### src/rtl/rgb_fade_pkg.sv
`default_nettype none
// ============================================================================
//  Module   : rgb_fade_pkg
//  Brief    : State type and next-state / direction helpers for the RGB
//             colour-wheel fader.
//  Revision : 1.0 - initial release
// ============================================================================
package rgb_fade_pkg;

    // Six ramp states, listed in wheel order. Encodings 6 and 7 are unused.
    typedef enum logic [2:0] {
        GREEN_INC = 3'd0,
        RED_DEC   = 3'd1,
        BLUE_INC  = 3'd2,
        GREEN_DEC = 3'd3,
        RED_INC   = 3'd4,
        BLUE_DEC  = 3'd5
    } fade_state_t;

    // Successor on the wheel; anything unrecognised restarts the wheel.
    function automatic fade_state_t next_state(input fade_state_t state);
        case (state)
            GREEN_INC: next_state = RED_DEC;
            RED_DEC:   next_state = BLUE_INC;
            BLUE_INC:  next_state = GREEN_DEC;
            GREEN_DEC: next_state = RED_INC;
            RED_INC:   next_state = BLUE_DEC;
            default:   next_state = GREEN_INC;
        endcase
    endfunction

    // True for the states whose ramping channel counts upward.
    function automatic logic is_inc(input fade_state_t state);
        is_inc = (state == GREEN_INC) || (state == BLUE_INC) || (state == RED_INC);
    endfunction

endpackage
`default_nettype wire

### src/rtl/rgb_fade_top_pwm_channel.sv
`default_nettype none
// ============================================================================
//  Module   : pwm_channel
//  Brief    : One active-low PWM output. The channel is lit while the shared
//             counter is below the duty; the pin is registered.
//  Revision : 1.0 - initial release
// ============================================================================
module pwm_channel #(
    parameter int   PWM_INTERVAL = 1000,
    parameter logic RESET_PIN    = 1'b1
) (
    input  logic                              clk,
    input  logic                              rst,
    input  logic [$clog2(PWM_INTERVAL+1)-1:0] pwm_cnt,
    input  logic [$clog2(PWM_INTERVAL+1)-1:0] duty,
    output logic                              o_led_n
);

    logic r_led_n;

    // Register the inverted compare so the pin is glitch-free.
    always_ff @(posedge clk or posedge rst) begin
        if (rst) begin
            r_led_n <= RESET_PIN;
        end else begin
            r_led_n <= ~(pwm_cnt < duty);
        end
    end

    assign o_led_n = r_led_n;

endmodule
`default_nettype wire

### src/rtl/rgb_fade_top.sv
`default_nettype none
// ============================================================================
//  Module   : rgb_fade_top
//  Brief    : RGB colour-wheel fader. A six-state ramp machine sets three
//             duties that drive phase-aligned active-low PWM pins.
//  Revision : 1.0 - initial release
// ============================================================================
module rgb_fade_top
    import rgb_fade_pkg::*;
#(
    parameter int PWM_INTERVAL = 1000,
    parameter int STEP_CYCLES  = 2000
) (
    input  logic clk,
    input  logic rst,
    output logic RGB_R,
    output logic RGB_G,
    output logic RGB_B
);

    localparam int                  c_cnt_w    = $clog2(PWM_INTERVAL + 1);
    localparam int                  c_step_w   = $clog2(STEP_CYCLES + 1);
    localparam logic [c_cnt_w-1:0]  c_full     = c_cnt_w'(PWM_INTERVAL);
    localparam logic [c_cnt_w-1:0]  c_pwm_last = c_cnt_w'(PWM_INTERVAL - 1);
    localparam logic [c_cnt_w-1:0]  c_one      = c_cnt_w'(1);
    localparam logic [c_step_w-1:0] c_step_last = c_step_w'(STEP_CYCLES - 1);
    localparam logic [c_step_w-1:0] c_step_one  = c_step_w'(1);

    fade_state_t          current_state;
    logic [c_cnt_w-1:0]   pwm_value;
    logic [c_step_w-1:0]  r_step_cnt;
    logic [c_cnt_w-1:0]   r_pwm_cnt;
    logic                 w_tick;
    logic [c_cnt_w-1:0]   w_duty_r;
    logic [c_cnt_w-1:0]   w_duty_g;
    logic [c_cnt_w-1:0]   w_duty_b;

    assign w_tick = (r_step_cnt == c_step_last);

    // Step prescaler: one duty step every STEP_CYCLES clocks.
    always_ff @(posedge clk or posedge rst) begin
        if (rst) begin
            r_step_cnt <= '0;
        end else if (r_step_cnt == c_step_last) begin
            r_step_cnt <= '0;
        end else begin
            r_step_cnt <= r_step_cnt + c_step_one;
        end
    end

    // Shared PWM period counter so all three channels stay phase-aligned.
    always_ff @(posedge clk or posedge rst) begin
        if (rst) begin
            r_pwm_cnt <= '0;
        end else if (r_pwm_cnt == c_pwm_last) begin
            r_pwm_cnt <= '0;
        end else begin
            r_pwm_cnt <= r_pwm_cnt + c_one;
        end
    end

    // Ramp machine: step the duty on each tick, advance once it hits the end
    // stop. The end-stop tick holds pwm_value, giving I+1 ticks per state.
    always_ff @(posedge clk or posedge rst) begin
        if (rst) begin
            current_state <= GREEN_INC;
            pwm_value     <= '0;
        end else begin
            case (current_state)
                GREEN_INC, RED_DEC, BLUE_INC, GREEN_DEC, RED_INC, BLUE_DEC: begin
                    if (w_tick) begin
                        if (is_inc(current_state)) begin
                            if (pwm_value < c_full) begin
                                pwm_value <= pwm_value + c_one;
                            end else begin
                                current_state <= next_state(current_state);
                            end
                        end else begin
                            if (pwm_value > '0) begin
                                pwm_value <= pwm_value - c_one;
                            end else begin
                                current_state <= next_state(current_state);
                            end
                        end
                    end
                end
                default: begin
                    current_state <= GREEN_INC;
                    pwm_value     <= '0;
                end
            endcase
        end
    end

    // Map the state to per-channel duties: one ramping, two held.
    always_comb begin
        w_duty_r = '0;
        w_duty_g = '0;
        w_duty_b = '0;
        case (current_state)
            GREEN_INC: begin w_duty_r = c_full;    w_duty_g = pwm_value; end
            RED_DEC:   begin w_duty_r = pwm_value; w_duty_g = c_full;    end
            BLUE_INC:  begin w_duty_g = c_full;    w_duty_b = pwm_value; end
            GREEN_DEC: begin w_duty_g = pwm_value; w_duty_b = c_full;    end
            RED_INC:   begin w_duty_r = pwm_value; w_duty_b = c_full;    end
            BLUE_DEC:  begin w_duty_r = c_full;    w_duty_b = pwm_value; end
            default:   begin w_duty_r = '0;        w_duty_g = '0;        end
        endcase
    end

    // Red resets lit because GREEN_INC holds red at full scale.
    pwm_channel #(.PWM_INTERVAL(PWM_INTERVAL), .RESET_PIN(1'b0)) u_pwm_r (
        .clk     (clk),
        .rst     (rst),
        .pwm_cnt (r_pwm_cnt),
        .duty    (w_duty_r),
        .o_led_n (RGB_R)
    );

    pwm_channel #(.PWM_INTERVAL(PWM_INTERVAL), .RESET_PIN(1'b1)) u_pwm_g (
        .clk     (clk),
        .rst     (rst),
        .pwm_cnt (r_pwm_cnt),
        .duty    (w_duty_g),
        .o_led_n (RGB_G)
    );

    pwm_channel #(.PWM_INTERVAL(PWM_INTERVAL), .RESET_PIN(1'b1)) u_pwm_b (
        .clk     (clk),
        .rst     (rst),
        .pwm_cnt (r_pwm_cnt),
        .duty    (w_duty_b),
        .o_led_n (RGB_B)
    );

endmodule
`default_nettype wire

### config.mk
export PLATFORM = sky130hd
export DESIGN_NAME = rgb_fade_top
export DESIGN_NICKNAME = d
export VERILOG_FILES = /design/src/rtl/rgb_fade_pkg.sv /design/src/rtl/rgb_fade_top_pwm_channel.sv /design/src/rtl/rgb_fade_top.sv
export SDC_FILE = /design/constraint.sdc
export NUM_CORES = 1
export LEC_CHECK = 0
export ABC_CLOCK_PERIOD_IN_PS = 2500
export CAP_MARGIN = 15
export CORE_MARGIN = 2
export CORE_UTILIZATION = 50
export CTS_BUF_LIST = sky130_fd_sc_hd__clkbuf_4
export DETAILED_ROUTE_END_ITERATION = 6
export PLACE_DENSITY = 0.69
export REMOVE_ABC_BUFFERS = 1
export SETUP_SLACK_MARGIN = 0.5
export SLEW_MARGIN = 20
export SYNTH_ARGS = -nofsm -noshare
export SYNTH_HDL_FRONTEND = slang
export SYNTH_SLANG_ARGS = --single-unit
### constraint.sdc
create_clock -name clk -period 2.5 [get_ports clk]
set_clock_uncertainty 0.1 [all_clocks]
set_input_delay 0.5 -clock clk [delete_from_list [all_inputs] [get_ports clk]]
set_output_delay 0.5 -clock clk [all_outputs]
set_load 0.005 [all_outputs]
==> results of run 1 <==
-- worst paths after layout --
| check | slack, ns | start | endpoint | cells after the start |
|---|---|---|---|---|
| setup reg to reg | 0.20 | current_state[2] | pwm_value[9] | 8 |
| max in group asynchronous | 1.50 | rst | pwm_value[5] | 3 |
| hold / removal | 0.37 | r_step_cnt[0] | r_step_cnt[0] | 1 |
| min in group asynchronous | 0.44 | rst | r_pwm_cnt[5] | 3 |
| hold reg to reg | 0.37 | r_step_cnt[0] | r_step_cnt[0] | 1 |
| setup / recovery | 0.20 | current_state[2] | pwm_value[9] | 8 |
-- per-layer routing --
layer	vias up	part of all wire (%)	track usage [%]	wire, microns
met5	-	0	0	0
met4	0	1.6	8.64	115
met3	12	4.6	4.61	333
met2	71	49	38.1	3520
met1	1250	45	30.1	3250
li1	1286	-	-	-
-- cells by family after synthesis --
family | after synthesis
buf+inv | 21
compound gates | 78
fa+ha+maj | 32
simple gates | 139
mux | 5
xor+xnor | 22
flops | 37
-- registers in the layout, summed over array words and instances, names as in the netlist --
| signal | count |
|---|---|
| r_pwm_cnt | 10 |
| u_pwm_b.o_led_n | 1 |
| current_state | 3 |
| u_pwm_g.o_led_n | 1 |
| u_pwm_r.o_led_n | 1 |
| pwm_value | 10 |
| r_step_cnt | 11 |
-- stage by stage --
stage | total power, uW | utilization, %
global route | 989 | 64.9
floorplan | 619 | -
detailed placement | 626 | 55.2
finish | 960 | 64.9
CTS | 965 | 60.4
global placement | 625 | 55.2
-- area by class of cell --
| type | count | area (sq um) |
|---|---|---|
| Tap cell | 72 | 90.1 |
| Clock inverter | 2 | 10.0 |
| Clock buffer | 6 | 45.0 |
| Inverter | 5 | 21.3 |
| Multi-Input combinational cell | 276 | 2050 |
| Fill cell | 466 | 1950 |
| Timing Repair Buffer | 56 | 465 |
| Sequential cell | 37 | 940 |
-- power by group --
part           leakage [uW]  total [uW]  internal (uW)  switching (uW)
sequential         0.000468         598            598               0
clock             0.0000354         347            118             229
combinational       0.00107        14.4           2.50            11.9
total               0.00158         960            719             240
-- timing repair --
action	in CTS	in global routing
gates cloned	0	1
hold buffers	0	0
buffers inserted	18	16
pin swaps	15	22
resized for setup	27	30
setup endpoints to repair	13	16
-- worst reg2reg max path, delay by kind of cell (launching register included) --
kind                   cells  cell delay (ns)
AO/OA/AOI/OAI              3             0.59
buffers and inverters      2             0.22
AND/OR/NAND/NOR            1             0.23
flip-flops                 1             0.48
multiplexers               2             0.57
-- cell usage in the layout (no fill, tap or decap), drive strengths merged, types with 4 or more instances in the layout --
cell / netlist / final
a31oi: 4 / 4
and3: 7 / 7
inv: 5 / 5
nand4: 4 / 4
o21ai: 16 / 16
a21oi: 25 / 25
nand3: 14 / 14
xor2: 6 / 6
nor3: 8 / 8
o211ai: 5 / 5
o21bai: 14 / 14
dfrtp: 35 / 35
nor2: 48 / 48
ha: 32 / 32
nor2b: 9 / 9
clkbuf: 6 / 6
buf: 10 / 52
nand2b: 9 / 9
mux2i: 4 / 4
nand2: 24 / 24
xnor2: 16 / 16
==> qor.txt, run 1 <==
Simple-Gate Fraction of Synth Area -> 24.4%
Max incr delay on CP -> 0.48 ns
Skew-Pair Late Insertion Delay -> 0.37 ns
Wire per inst -> 15.9 microns
CTS Buffer Depth -> 2
Row cnt -> 27
Max Cap Violations -> 0
I/O Buffers -> 4
Xor/xnor share of the synthesized area -> 6.63%
Num Clock Sinks -> 37
Die height -> 80.2 microns
Adder-cell share of the synthesized area -> 13.8%
Total vias in the final route -> 2619
Global Route Usage Sum -> 23.2%
Pre-CTS WS -> 0.140 ns
Fin crit period -> 2.30 ns
CTS tree -> yes
Cell Area, Synth -> 2910 sq um
Relative slew slack -> 67.7%
FF+latch count, synth -> 37
Synth cell count leaders -> 44 x nor2_1, 35 x dfrtp_1, 32 x ha_1, 24 x nand2_1, 23 x a21oi_1
Die X -> 80.2 microns
Unique masters post-synth -> 50
Compound-gate portion of the synthesized area -> 17.7%
Starting Density -> 52.1%
Largest family of logic cells by synthesized area -> simple AND/OR/NAND/NOR gates
# placed instances -> 411
First-pass GRT wire length -> 11600 microns
Post-synthesis sequential area ratio -> 31.9%
Worst hold path class -> flop to flop
Synth Instances -> 334
Unrepaired setup endpoints after global routing -> yes
GP Congestion -> 0.911
Buf/Inv on CP -> 2
Area Overhead vs Synth -> 24.5%
CP delay by family, top -> compound AO/OA/AOI/OAI gates
P_leak -> 0.00158 uW
Max Fanout on Critical Path -> 5
Final hold viol count -> 0
Most common cell in the netlist -> nor2_1
Status -> finished, final reports clean
EDFF count, synth -> 0
Detailed Place HPWL -> 4570 microns
Worst Hold Slack -> 0.368 ns
Final net count -> 415
Setup TNS -> 0 ns
Synth top area share -> 30.1%
Antenna violations before repair -> 0
Share of cells above drive strength 1 -> 28.0%
CP endpoint kind -> flop
DRC Markers -> 0
Congestion Overflow GR -> 0
# diodes -> 0
Final WS setup -> 0.203 ns
Crit-path cells -> a21oi_4, inv_4, buf_4, nor2_1, o211ai_1, o21ai_2, mux2i_1, mux2_1
Vias per std cell -> 5.77
Async set-or-reset flop fraction in the synthesized netlist -> 100%
Mux cell area share after synthesis -> 1.76%
Pre-antenna DRT Iters -> 4
Vias in the first global route -> 2509
WL final -> 7220 microns
Max Freq -> 0.435 GHz
Finished Cell Area -> 3620 sq um
Startpoint Class -> flop
Top cells by area, synth -> dfrtp_1 30%, ha_1 14%, nor2_1 5.7%
Finished Layout Cells -> 454
Critical Setup Path Class -> flop to flop
CTS Buf Count -> 5
Final Max Tran Viols -> 0
# IOs -> 5
Max VDD drop -> 0.232 mV
Worst-path clk slew -> 0.13 ns
Yosys warns -> 0
Worst-margin pin slew -> 0.484 ns
Final worst-path cycle share -> 91.9%
Crit path required time -> 2.66 ns
Largest net degree at the start of global routing -> 38
Initial DRC count -> 109
Arrival @ worst endpoint -> 2.46 ns
Die area -> 6440 sq um
Setup violations, final -> 0
Root Driver -> clkbuf_4
Area after DPL -> 3070 sq um
Top FF cell, synth -> dfrtp_1
Core area -> 5570 sq um
Slowest-stage cell, CP -> dfrtp_2
Antenna Violating Nets Remaining -> 0
Synth Area per Inst -> 8.70 sq um
H-tree Lvls -> 2
Pwr/cell area -> 265 nW/um^2
Synth area leader -> dfrtp_1
(Power assumes the default switching activity.)
==> inputs of run 2 (changes only) <==
--- a/config.mk
+++ b/config.mk
@@ -8,10 +8,10 @@
 export ABC_CLOCK_PERIOD_IN_PS = 2500
 export CAP_MARGIN = 15
 export CORE_MARGIN = 2
-export CORE_UTILIZATION = 50
+export CORE_UTILIZATION = 27
 export CTS_BUF_LIST = sky130_fd_sc_hd__clkbuf_4
 export DETAILED_ROUTE_END_ITERATION = 6
-export PLACE_DENSITY = 0.69
+export PLACE_DENSITY = 0.44
 export REMOVE_ABC_BUFFERS = 1
 export SETUP_SLACK_MARGIN = 0.5
 export SLEW_MARGIN = 20
==> qor.txt, run 2 (synthesis gave the netlist of run 1 again) <==
Hold Startpoint -> r_step_cnt[10]
Total vias in the final route -> 2478 (-5.4%)
Unrepaired setup endpoints after global routing -> yes
First-pass GRT wire length -> 12500 microns (+7.8%)
Pwr/cell area -> 287 nW/um^2 (+8.2%)
Max VDD drop -> 0.178 mV (-23%)
Skew-Pair Late Insertion Delay -> 0.35 ns (-0.02 ns)
# IOs -> 5 (unchanged)
Crit path required time -> 2.68 ns (+0.02 ns)
Largest net degree at the start of global routing -> 38 (unchanged)
Register-to-Register Path Depth -> 11 (+3)
Max Cap Violations -> 0 (unchanged)
Die height -> 108 microns (+34%)
Max Freq -> 0.459 GHz (+5.5%)
Num Clock Sinks -> 37 (unchanged)
Final hold viol count -> 0 (unchanged)
Worst-path clk slew -> 0.13 ns (about the same)
CP startpoint -> current_state[2]
Final worst-path cycle share -> 87.1% (-4.8 points)
Max reg flops -> 11 (unchanged)
Share of cells above drive strength 1 -> 26.5% (-1.5 points)
Pre-CTS WS -> 0.148 ns (+0.00805 ns)
Relative slew slack -> 66.1% (-1.6 points)
Global Route Usage Sum -> 13.7% (-9.5 points)
Die X -> 108 microns (+34%)
Fin crit period -> 2.18 ns (-0.120 ns)
GP Congestion -> 0.777 (-15%)
Reg with most FFs -> r_step_cnt
Starting Density -> 28.0% (-24 points)
Setup violations, final -> 0 (unchanged)
Vias in the first global route -> 2461 (-1.9%)
Largest registers -> r_step_cnt x11, pwm_value x10, r_pwm_cnt x10
Startpoint Class -> flop
Initial DRC count -> 107 (-1.8%)
I/O Buffers -> 4 (unchanged)
Worst r2r src -> current_state[2]
WL final -> 7360 microns (+1.9%)
Final WS setup -> 0.323 ns (+0.120 ns)
DRC Markers -> 0 (unchanged)
Antenna violations before repair -> 0 (unchanged)
Row cnt -> 37 (+37%)
Root Driver -> clkbuf_4
Core area -> 10400 sq um (+86%)
Detailed Place HPWL -> 4990 microns (+9.2%)
Arrival @ worst endpoint -> 2.36 ns (-0.10 ns)
# diodes -> 0 (unchanged)
Die area -> 11600 sq um (+80%)
Worst-margin pin slew -> 0.508 ns (+0.0239 ns)
Wire per inst -> 14.4 microns (-9.3%)
Status -> finished, final reports clean
Most frequent cells in the layout -> 39 x nor2_1, 37 x buf_4, 29 x dfrtp_1, 28 x ha_1, 24 x nand2_1
Worst Hold Slack -> 0.406 ns (+0.0383 ns)
Pre-antenna DRT Iters -> 5 (+1)
Vias per std cell -> 4.86 (-16%)
Cts hold-fix bufs -> 0 (unchanged)
P_leak -> 0.00154 uW (-2.1%)
Final Max Tran Viols -> 0 (unchanged)
Tot Pwr -> 1070 uW (+11%)
Commonest non-fill, non-tap cell in the layout -> nor2_1
Critical Setup Path Class -> flop to flop
CTS Buffer Depth -> 2 (unchanged)
Antenna Violating Nets Remaining -> 0 (unchanged)
Setup TNS -> 0 ns (unchanged)
Final net count -> 407 (-1.9%)
Max Fanout on Critical Path -> 6 (+1)
Fillers -> 1088 (+130%)
CTS tree -> yes
Hold depth -> 1 (unchanged)
Worst hold path class -> flop to flop
Area Overhead vs Synth -> 27.7%
CP endpoint kind -> flop
Utilization after layout -> 35.8% (-29 points)
Congestion Overflow GR -> 0 (unchanged)
H-tree Lvls -> 2 (unchanged)
CTS Buf Count -> 5 (unchanged)
run 2: cell count changes in the layout (fill, tap and decap cells not counted), moves of 2 or more:
cell,change
nor2_1,-3
dfrtp_1,+3
nand2b_4,+2
dfrtp_2,-3
nand3_2,-2
buf_12,+2
nand2b_1,-2
buf_4,-7
clkinv_2,-2
nor2_4,+2
buf_6,-3
run 2: repair_timing:
item                       4_1_cts  5_1_grt
setup buffers                   18        9
gates resized for setup         28       29
setup endpoints to repair       13       17
pin swaps                       16       16
run 2: final timing paths:
check                                  end  slack [ns]
max                        u_pwm_b.o_led_n        0.32
min                         r_step_cnt[10]        0.41
max reg2reg                u_pwm_b.o_led_n        0.32
min reg2reg                 r_step_cnt[10]        0.41
max in group asynchronous    r_step_cnt[5]        1.44
min in group asynchronous     r_pwm_cnt[6]        0.47
run 2: cell type report:
cell class                      instances  area [sq um]  area share [%]
Clock inverter                          2          38.8            1.04
Sequential cell                        37           936            25.2
Multi-Input combinational cell        276          2080            56.1
Clock buffer                            6          45.0            1.21
Timing Repair Buffer                   48           419            11.3
Inverter                                5          21.3           0.573
Tap cell                              136           170            4.58
run 2: worst max-delay path, cell delays in order (launching register included):
cell	delay, ns
dfrtp_1	0.44
buf_6	0.16
nand2b_4	0.15
buf_6	0.13
nor2_4	0.09
a21oi_2	0.04
ha_1	0.30
o21a_1	0.18
o211ai_1	0.20
buf_4	0.15
buf_4	0.09
o211ai_1	0.08
run 2: where the power goes:
| group | switching (uW) | internal (uW) |
|---|---|---|
| sequential | 0 | 599 |
| combinational | 12.5 | 2.50 |
| clock | 228 | 224 |
| total | 240 | 825 |
run 2: stage by stage:
step           instances  cell area, sq um
2_1_floorplan        318              2820
3_3_place_gp         475              3170
3_5_place_dp         475              3170
4_1_cts              501              3510
5_1_grt              510              3710
6_report             510              3710
run 2: routing by layer:
layer,vias up,track usage (%),routed length [microns]
met5,-,0,0
met4,0,3.57,63
met3,5,1.88,109
met2,17,21.7,3340
met1,1184,19.6,3850
li1,1272,-,-
